File: src/rtl/conv_tile_serializer.sv
// Two-entry ping-pong tile buffer that drains convolution output tiles as a float16 element stream.
// Optional SERIALIZER_RELU_EN: zero negative elements at the output mux.
module conv_tile_serializer #(
    parameter int PARA_X     = 3,
    parameter int PARA_Y     = 3,
    parameter int DATA_WIDTH = 16,
    parameter int IDX_WIDTH  = 4,
    localparam int TILE_N    = PARA_X * PARA_Y
) (
    input  logic                         clk,
    input  logic                         rst,
    input  logic                         tile_valid,
    input  logic [TILE_N*DATA_WIDTH-1:0] tile_data,
    output logic                         tile_full,
    output logic                         out_valid,
    input  logic                         out_ready,
    output logic [DATA_WIDTH-1:0]        out_data,
    output logic [IDX_WIDTH-1:0]         out_index,
    output logic                         out_last,
    output logic [15:0]                  tile_count,
    output logic                         overflow
);

    typedef logic [TILE_N-1:0][DATA_WIDTH-1:0] tile_t;

    tile_t                 entry0_q, entry1_q, entry0_d, entry1_d, tileIn, selTile;
    logic                  wp_q, wp_d, rp_q, rp_d;
    logic [1:0]            cnt_q, cnt_d;
    logic [IDX_WIDTH-1:0]  idx_q, idx_d;
    logic                  outValid_q, outValid_d, outLast_q, outLast_d;
    logic                  tileFull_q, tileFull_d, overflow_q, overflow_d;
    logic [DATA_WIDTH-1:0] outData_q, outData_d, elem;
    logic [15:0]           tileCount_q, tileCount_d;
    logic                  fire, popLast, capture;

    assign tileIn  = tileIn_t(tile_data);
    assign fire    = outValid_q & out_ready;
    assign popLast = fire & (idx_q == IDX_WIDTH'(TILE_N - 1));
    assign capture = tile_valid & ((cnt_q != 2'd2) | popLast);

    function automatic tile_t tileIn_t(input logic [TILE_N*DATA_WIDTH-1:0] v);
        return tile_t'(v);
    endfunction

    // Outputs are computed from next-state so each element appears right after its pointer update.
    always_comb begin
        entry0_d    = entry0_q;
        entry1_d    = entry1_q;
        wp_d        = wp_q ^ capture;
        rp_d        = rp_q ^ popLast;
        cnt_d       = cnt_q;
        idx_d       = idx_q;
        tileCount_d = tileCount_q;
        overflow_d  = overflow_q | (tile_valid & ~capture);
        if (capture) begin
            if (wp_q) entry1_d = tileIn;
            else      entry0_d = tileIn;
        end
        if (capture && !popLast)      cnt_d = cnt_q + 2'd1;
        else if (!capture && popLast) cnt_d = cnt_q - 2'd1;
        if (popLast) begin
            idx_d       = '0;
            tileCount_d = tileCount_q + 16'd1;
        end else if (fire) begin
            idx_d = idx_q + IDX_WIDTH'(1);
        end
        selTile    = rp_d ? entry1_d : entry0_d;
        elem       = selTile[idx_d];
        outValid_d = (cnt_d != 2'd0);
        outLast_d  = outValid_d & (idx_d == IDX_WIDTH'(TILE_N - 1));
        tileFull_d = (cnt_d == 2'd2);
`ifdef SERIALIZER_RELU_EN
        outData_d  = elem[DATA_WIDTH-1] ? '0 : elem;
`else
        outData_d  = elem;
`endif
    end

    always_ff @(posedge clk) begin
        entry0_q <= entry0_d;
        entry1_q <= entry1_d;
    end

    always_ff @(posedge clk) begin
        if (!rst) begin
            wp_q        <= 1'b0;
            rp_q        <= 1'b0;
            cnt_q       <= 2'd0;
            idx_q       <= '0;
            outValid_q  <= 1'b0;
            outLast_q   <= 1'b0;
            outData_q   <= '0;
            tileFull_q  <= 1'b0;
            tileCount_q <= 16'd0;
            overflow_q  <= 1'b0;
        end else begin
            wp_q        <= wp_d;
            rp_q        <= rp_d;
            cnt_q       <= cnt_d;
            idx_q       <= idx_d;
            outValid_q  <= outValid_d;
            outLast_q   <= outLast_d;
            outData_q   <= outData_d;
            tileFull_q  <= tileFull_d;
            tileCount_q <= tileCount_d;
            overflow_q  <= overflow_d;
        end
    end

    assign out_valid  = outValid_q;
    assign out_index  = idx_q;
    assign out_last   = outLast_q;
    assign out_data   = outData_q;
    assign tile_full  = tileFull_q;
    assign tile_count = tileCount_q;
    assign overflow   = overflow_q;

endmodule
File: config.mk
export PLATFORM = sky130hd
export DESIGN_NAME = conv_tile_serializer
export DESIGN_NICKNAME = d
export VERILOG_FILES = /design/src/rtl/conv_tile_serializer.sv
export SDC_FILE = /design/constraint.sdc
export NUM_CORES = 1
export LEC_CHECK = 0
export ABC_AREA = 1
export CAP_MARGIN = 30
export CORE_ASPECT_RATIO = 2
export CORE_MARGIN = 2
export CORE_UTILIZATION = 45
export DETAILED_ROUTE_END_ITERATION = 16
export GPL_ROUTABILITY_DRIVEN = 0
export PLACE_DENSITY_LB_ADDON = 0.25
export SLEW_MARGIN = 10
export SYNTH_ARGS = -nofsm -noshare
export SYNTH_HDL_FRONTEND = slang
export SYNTH_SLANG_ARGS = --single-unit
export TNS_END_PERCENT = 20
File: constraint.sdc
create_clock -name clk -period 3.2 [get_ports clk]
set_clock_uncertainty 0.1 [all_clocks]
set_input_delay 0.64 -clock clk [delete_from_list [all_inputs] [get_ports clk]]
set_output_delay 0.64 -clock clk [all_outputs]
set_load 0.03 [all_outputs]
==> results.py, run 1 <==
metrics = {
    "setup_path": {
        "crit_type": "flip-flop to flip-flop",
        "crit_arrival_ps": 3270,
        "cp_common_cell": "nand2_1",
        "crit_slowest_cell": "buf_4",
        "worst_setup_path_end_kind": "flip-flop",
        "critPathMaxStageDelay_ps": 420,
        "peak_fanout_along_the_critical_path": 24,
        "startpoint_type": "flip-flop",
        "crit_required_ps": 3600,
        "crit_path_cell_trace": "inv_1 > ha_1 > nand2_1 > inv_1 > nand2_4 > buf_4 > inv_2 > nor2_4 > buf_4 > nand3_1 > nand3_1 > nand2_1 > nand2_1 > a21oi_1",
    },
    "timing": {
        "hold_slack_ps": 335,
        "worst_slew_pin_slew_ps": 703,
        "setup-violations-final": 0,
        "max_slew_margin": 0.531,
        "post-route-min-period_ps": 2880,
        "setup-tns-final_ps": 0,
        "timing.final.crit_share": 0.899,
        "number_of_hold_slack_violations_in_the_final_timing_report": 0,
        "max_freq_mhz": 348,
        "setup_repair_after_global_routing_missed_its_margin": "no",
        "report.final.slew_viol_count": 0,
        "timing.final.ws_setup_ps": 323,
    },
    "layout": {
        "num_antenna_cells": 0,
        "layout.nets": 3140,
        "layout.cell_area.non_filler_sq_mm": 0.0217,
        "register_area_sq_mm": 0.00665,
        "share_of_cells_above_drive_strength_1": 0.0597,
        "finalCoreUtilization": 0.559,
        "multiInputGateArea_sq_mm": 0.00975,
        "layout.filler_cells": 3785,
        "syn2layout_area_growth_pct": 22.5,
    },
    "yosys": {
        "yosys.cell_count.top_type": "nand2_1",
        "postSynthAreaPerCell_sq_um": 6.20,
        "synth_top_area_cell": "dfxtp_1",
        "synth_seq_cells": 332,
        "synthDominantCellAreaShare": 0.376,
        "post_synth_num_cell_types": 29,
        "synthesis.yosys.warnings": 0,
        "mappedNetlistNets": 3008,
        "post_synth_instance_area_sq_mm": 0.0177,
        "async_reset_ff_frac": 0,
        "yosys_most_used_dff": "dfxtp_1",
        "post_synth_inst_count": 2856,
        "synth-edff-count": 0,
        "synth_area_leaders": "dfxtp_1 (38%), nand2_1 (28%), nand3_1 (18%)",
        "synth_seq_area_share": 0.376,
        "synth.cells.most_frequent": "nand2_1 (1307), nand3_1 (653), dfxtp_1 (332), inv_1 (112), clkbuf_1 (87)",
    },
    "clocking": {
        "cts.repair.resized": 0,
        "cts_root_buffer": "clkbuf_16",
        "tritoncts_num_sinks": 332,
        "tritoncts": "built",
        "cts_buf_count": 31,
        "clock_tree.buffer_depth": 3,
        "number_of_h_tree_levels": 1,
        "holdBufCountCts": 0,
        "worst_setup_hold_path_clk_slew_ps": 70,
        "clock_insertion_delay_at_the_later_pin_of_the_skew_report_ps": 610,
        "post-cts-setup-buffers": 0,
    },
    "global_route": {
        "grt_first_pass_wirelength_um": 95000,
        "initial_antenna_violation_count": 1,
        "grt_start_max_net_pins": 96,
        "grt_util_all_layers": 0.289,
        "via_count_of_the_first_global_routing_pass": 18000,
        "globalRouteOverflowTotal": 0,
    },
    "hold_path": {
        "timing.hold.worst.class": "input port to flip-flop",
    },
    "detailed_routing": {
        "number_of_routed_nets_with_antenna_violations": 0,
        "drc_errors_left": 0,
        "detail_route.first_pass.iterations": 8,
        "vias": 19300,
        "dr.first_iter.drc_count": 1796,
        "postRouteWirelength_um": 60200,
        "wire_per_inst_um": 17.0,
        "drt-vias-per-instance": 5.46,
    },
    "placement": {
        "pre_cts_slack_ps": -156,
        "detailed_place.area_sq_mm": 0.0206,
        "placement.io_buffers": 187,
        "hpwlAfterDp_um": 42200,
    },
    "run_status": {
        "status": "completed",
    },
    "floorplan": {
        "core_area_sq_mm": 0.0388,
        "number_of_standard_cell_rows_in_the_floorplan": 102,
        "die_x_um": 144,
        "die_area_sq_mm": 0.0410,
        "boundaryPins": 188,
        "die_height_um": 284,
        "start_util": 0.456,
    },
    "job": {
        "cap_viol_max_count": 0,
    },
    "power_and_ir_drop": {
        "vdd.ir_drop.worst_v": 0.000502,
        "power_density_mw_per_mm2": 609,
        "leakagePower_nw": 10.9,
    },
}
==> report_power, final <==
part / leakage [nW] / switching [mW] / total (mW) / internal (mW)
combinational: 7.62 / 2.34 / 3.79 / 1.45
clock: 0.547 / 1.74 / 3.95 / 2.20
sequential: 2.78 / 0.425 / 5.47 / 5.04
==> state kept, by name, summed over array words and instances, names as in the netlist, 2 cells and up <==
register / count
tile_count: 16
entry1_q: 144
out_data: 16
out_index: 4
entry0_q: 144
cnt_q: 2
==> per-stage QoR <==
stage / cells / power [mW]
6_report: 3533 / 13.2
5_1_grt: 3533 / 14.0
4_1_cts: 3533 / 13.2
3_5_place_dp: 3475 / 9.30
3_3_place_gp: 3475 / 9.15
2_1_floorplan: 2856 / 8.00
==> cell type report <==
type / instances / area share
inverter: 119 / 0.0211
timing repair buffer: 289 / 0.143
clock inverter: 15 / 0.00664
clock buffer: 43 / 0.0430
sequential: 332 / 0.307
multi-input combinational: 2215 / 0.450
tap: 520 / 0.0300
==> cell families after synthesis <==
kind of cell	count (synthesis)	share of synthesized area
DFF	332	0.376
muxes	32	0.0181
adders and majority gates	4	0.00283
xor gates and xnor gates	2	0.000990
buffers and inverters	309	0.0755
and+or+nand+nor	2078	0.498
AOI/OAI and AO/OA	99	0.0292
==> final timing paths <==
check | startpoint | endpoint | slack [ps] | cells past startpoint
setup reg to reg | out_index[0] | out_data[15] | 320 | 14
hold / removal | tile_valid | entry1_q[37] | 330 | 3
hold reg to reg | tile_count[15] | tile_count[15] | 350 | 1
setup / recovery | out_index[0] | out_data[15] | 320 | 14
==> worst max-delay path, delay by kind of cell (launching register included) <==
family / cells / cell delay [ps]
and+or+nand+nor: 7 / 1170
adders and majority gates: 1 / 190
AOI/OAI and AO/OA: 1 / 70
DFF: 1 / 410
buffers and inverters: 5 / 800
==> per-layer routing <==
layer  vias up  track usage  routed length [um]
met3       167       0.0384                3730
met2       756        0.498               29700
li1       9462            -                   -
met5         -            0                  13
met4         2        0.167                3860
met1      8893        0.339               22900
==> cells in the final DEF, fill, tap and decap left out, types with 2 or more instances in the layout <==
cell             Yosys  layout
clkdlybuf4s50_1      0     186
bufinv_16            0       2
dfxtp_1            332     331
inv_1              112     110
o21a_1               6       6
xor2_1               2       2
clkbuf_16            0      32
nor2_4               3       4
nand3_1            653     653
clkbuf_1            87       2
inv_2                6       6
nor2_1              59      59
nor2_8               2       2
nand2_8              0       3
o21ai_0             56      56
clkbuf_8             0       9
buf_12               0      36
clkinv_2             0      11
mux2i_1             32      32
a21oi_1             35      35
nand4_1             13      13
ha_1                 4       4
nand2_1           1307    1307
buf_4               12      66
nor3_1               9       9
and2_1              25      25
(Power assumes the default switching activity.)
==> run 2, diff against run 1 <==
--- a/config.mk
+++ b/config.mk
@@ -5,7 +5,6 @@
 export SDC_FILE = /design/constraint.sdc
 export NUM_CORES = 1
 export LEC_CHECK = 0
-export ABC_AREA = 1
 export CAP_MARGIN = 30
 export CORE_ASPECT_RATIO = 2
 export CORE_MARGIN = 2
@@ -13,7 +12,6 @@
 export DETAILED_ROUTE_END_ITERATION = 16
 export GPL_ROUTABILITY_DRIVEN = 0
 export PLACE_DENSITY_LB_ADDON = 0.25
-export SLEW_MARGIN = 10
 export SYNTH_ARGS = -nofsm -noshare
 export SYNTH_HDL_FRONTEND = slang
 export SYNTH_SLANG_ARGS = --single-unit
==> results.py, run 2 <==
metrics = {
    "yosys": {
        "mappedNetlistNets": 1863,
        "synthesis.yosys.warnings": 0,
        "adder_cell_share_of_the_synthesized_area": 0.00357,
        "async_reset_ff_frac": 0,
        "synth-edff-count": 0,
        "dominant_combinational_cell_family_by_area_after_synthesis": "simple AND/OR/NAND/NOR gates",
        "yosys_most_used_dff": "dfxtp_1",
        "synth.cells.most_frequent": "nand2_1 (697), dfxtp_1 (332), nor2_1 (85), o21ai_0 (58), mux2_2 (57)",
        "synthDominantCellAreaShare": 0.475,
        "synth_top_area_cell": "dfxtp_1",
        "post_synth_instance_area_sq_mm": 0.0140,
        "synth_area_leaders": "dfxtp_1 (47%), nand2_1 (19%), mux2_2 (4.6%)",
        "post_synth_num_cell_types": 73,
        "synth_seq_area_share": 0.475,
        "synth_seq_cells": 332,
        "post_synth_inst_count": 1711,
        "post_synth_mux_area_share": 0.0651,
        "postSynthAreaPerCell_sq_um": 8.18,
        "yosys.area_share.simple": 0.259,
        "yosys.cell_count.top_type": "nand2_1",
        "area_fraction_in_compound_gates_after_synthesis": 0.145,
        "synthXorXnorAreaFrac": 0.00813,
    },
    "global_route": {
        "globalRouteOverflowTotal": 0,
        "grt_first_pass_wirelength_um": 69400,
        "initial_antenna_violation_count": 0,
        "via_count_of_the_first_global_routing_pass": 12900,
        "grt_start_max_net_pins": 39,
        "grt_util_all_layers": 0.274,
    },
    "clocking": {
        "clock_tree.buffer_depth": 3,
        "cts_buf_count": 30,
        "clock_insertion_delay_at_the_later_pin_of_the_skew_report_ps": 580,
        "tritoncts": "built",
        "tritoncts_num_sinks": 332,
        "cts_root_buffer": "clkbuf_16",
        "number_of_h_tree_levels": 1,
        "post-cts-setup-buffers": 0,
        "worst_setup_hold_path_clk_slew_ps": 70,
    },
    "floorplan": {
        "die_area_sq_mm": 0.0326,
        "number_of_standard_cell_rows_in_the_floorplan": 91,
        "boundaryPins": 188,
        "die_x_um": 129,
        "die_height_um": 253,
        "start_util": 0.456,
        "core_area_sq_mm": 0.0307,
    },
    "detailed_routing": {
        "wire_per_inst_um": 19.3,
        "dr.first_iter.drc_count": 880,
        "drt-vias-per-instance": 5.50,
        "vias": 12900,
        "drc_errors_left": 0,
        "postRouteWirelength_um": 45200,
        "detail_route.first_pass.iterations": 5,
        "number_of_routed_nets_with_antenna_violations": 0,
    },
    "setup_path": {
        "crit_arrival_ps": 3390,
        "critPathMaxStageDelay_ps": 440,
        "family_with_the_most_delay_on_the_worst_path": "compound AO/OA/AOI/OAI gates",
        "path_buf_inv": 3,
        "crit_slowest_cell": "o211ai_1",
        "cp_common_cell": "o211ai_1",
        "worst-path-stages": 11,
        "setup.worst_path.start": "out_index[0]",
        "worst_setup_path_end_kind": "flip-flop",
        "regToRegStartpoint": "out_index[0]",
        "startpoint_type": "flip-flop",
        "crit_required_ps": 3530,
        "crit_path_cell_trace": "inv_1 > ha_1 > and3b_1 > a21oi_4 > nand3_2 > buf_12 > buf_4 > o22ai_1 > nor3_1 > o211ai_1 > o211ai_1",
        "crit_type": "flip-flop to flip-flop",
        "worst_r2r_path_depth": 11,
        "peak_fanout_along_the_critical_path": 22,
    },
    "power_and_ir_drop": {
        "power_density_mw_per_mm2": 871,
        "power_mw": 15.7,
        "vdd.ir_drop.worst_v": 0.000493,
        "leakagePower_nw": 7.98,
    },
    "layout": {
        "finalCoreUtilization": 0.587,
        "layout.filler_cells": 2744,
        "layout.nets": 2102,
        "layout_commonest_cell": "nand2_1",
        "register_area_sq_mm": 0.00665,
        "layout.cells.most_common_list": "nand2_1 (697), dfxtp_1 (332), clkdlybuf4s50_1 (187), buf_4 (111), nor2_1 (85)",
        "syn2layout_area_growth_pct": 28.9,
        "reg.largest.list": "entry0_q: 144 flops, entry1_q: 144 flops",
        "layout.cell_area.non_filler_sq_mm": 0.0180,
        "multiInputGateArea_sq_mm": 0.00678,
        "share_of_cells_above_drive_strength_1": 0.134,
        "num_antenna_cells": 0,
    },
    "placement": {
        "placement.io_buffers": 187,
        "pre_cts_slack_ps": -271,
        "hpwlAfterDp_um": 33200,
        "detailed_place.area_sq_mm": 0.0170,
    },
    "timing": {
        "timing.final.ws_setup_ps": 136,
        "max_freq_mhz": 326,
        "setup_repair_after_global_routing_missed_its_margin": "no",
        "worst_slew_pin_slew_ps": 588,
        "post-route-min-period_ps": 3060,
        "max_slew_margin": 0.604,
        "timing.final.crit_share": 0.958,
        "number_of_hold_slack_violations_in_the_final_timing_report": 0,
        "setup-violations-final": 0,
        "report.final.slew_viol_count": 0,
    },
    "hold_path": {
        "min_delay_path_depth": 2,
        "timing.hold.worst.class": "flip-flop to flip-flop",
        "hold_start": "entry0_q[40]",
    },
    "job": {
        "cap_viol_max_count": 0,
    },
    "run_status": {
        "status": "completed",
    },
}
run 2: tightest hold or removal path, stage by stage, from the launching register on:
cell	delay, ps
dfxtp_1	310
nand2_1	50
nand2_1	40
run 2: stage by stage:
step / hold WS (ps) / setup TNS, ps / cells
2_1_floorplan: 312 / 0 / 1711
3_3_place_gp: 324 / -1470 / 2290
3_5_place_dp: 327 / -2460 / 2290
4_1_cts: 342 / 0 / 2344
5_1_grt: 351 / 0 / 2344
6_report: 339 / 0 / 2344
run 2: path summary, 6_finish.rpt:
check	to	slack [ps]
worst min register to register	entry0_q[40]	340
worst min-delay path	entry0_q[40]	340
worst max register to register	out_data[14]	140
worst max-delay path	out_data[14]	140
run 2: cells by family (layout without fill, tap and decap cells):
| logic type | after synthesis | in the layout |
|---|---|---|
| multiplexers | 81 | 81 |
| flip-flops | 332 | 332 |
| AND/OR/NAND/NOR | 889 | 889 |
| AO/OA/AOI/OAI | 275 | 275 |
| adder cells (fa/ha/maj) | 4 | 4 |
| XOR/XNOR | 13 | 13 |
| buffers and inverters | 117 | 378 |
run 2: routing by layer:
metal	vias to the layer above	part of all wire	track usage
met3	120	0.051	0.0295
met4	0	0.069	0.173
met1	6071	0.37	0.295
met2	441	0.51	0.500
met5	-	0	0
li1	6261	-	-
run 2: area by class of cell:
| type | count | share of cell area |
|---|---|---|
| clock buffers | 45 | 0.0492 |
| clock inverters | 9 | 0.00943 |
| inverters | 8 | 0.00166 |
| multi-input cells | 1262 | 0.376 |
| flip-flops and latches | 332 | 0.368 |
| well taps | 372 | 0.0258 |
| repair buffers | 316 | 0.170 |
run 2: what timing repair did:
item,4_1_cts,5_1_grt
gates resized for setup,0,3
setup endpoints to repair,0,3
hold buffers,0,0
run 2: power by group:
part / internal [mW] / switching (mW) / leakage, nW
Combinational: 2.26 / 2.92 / 4.68
Clock: 2.24 / 1.60 / 0.514
Sequential: 5.98 / 0.711 / 2.78
Total: 10.5 / 5.23 / 7.98
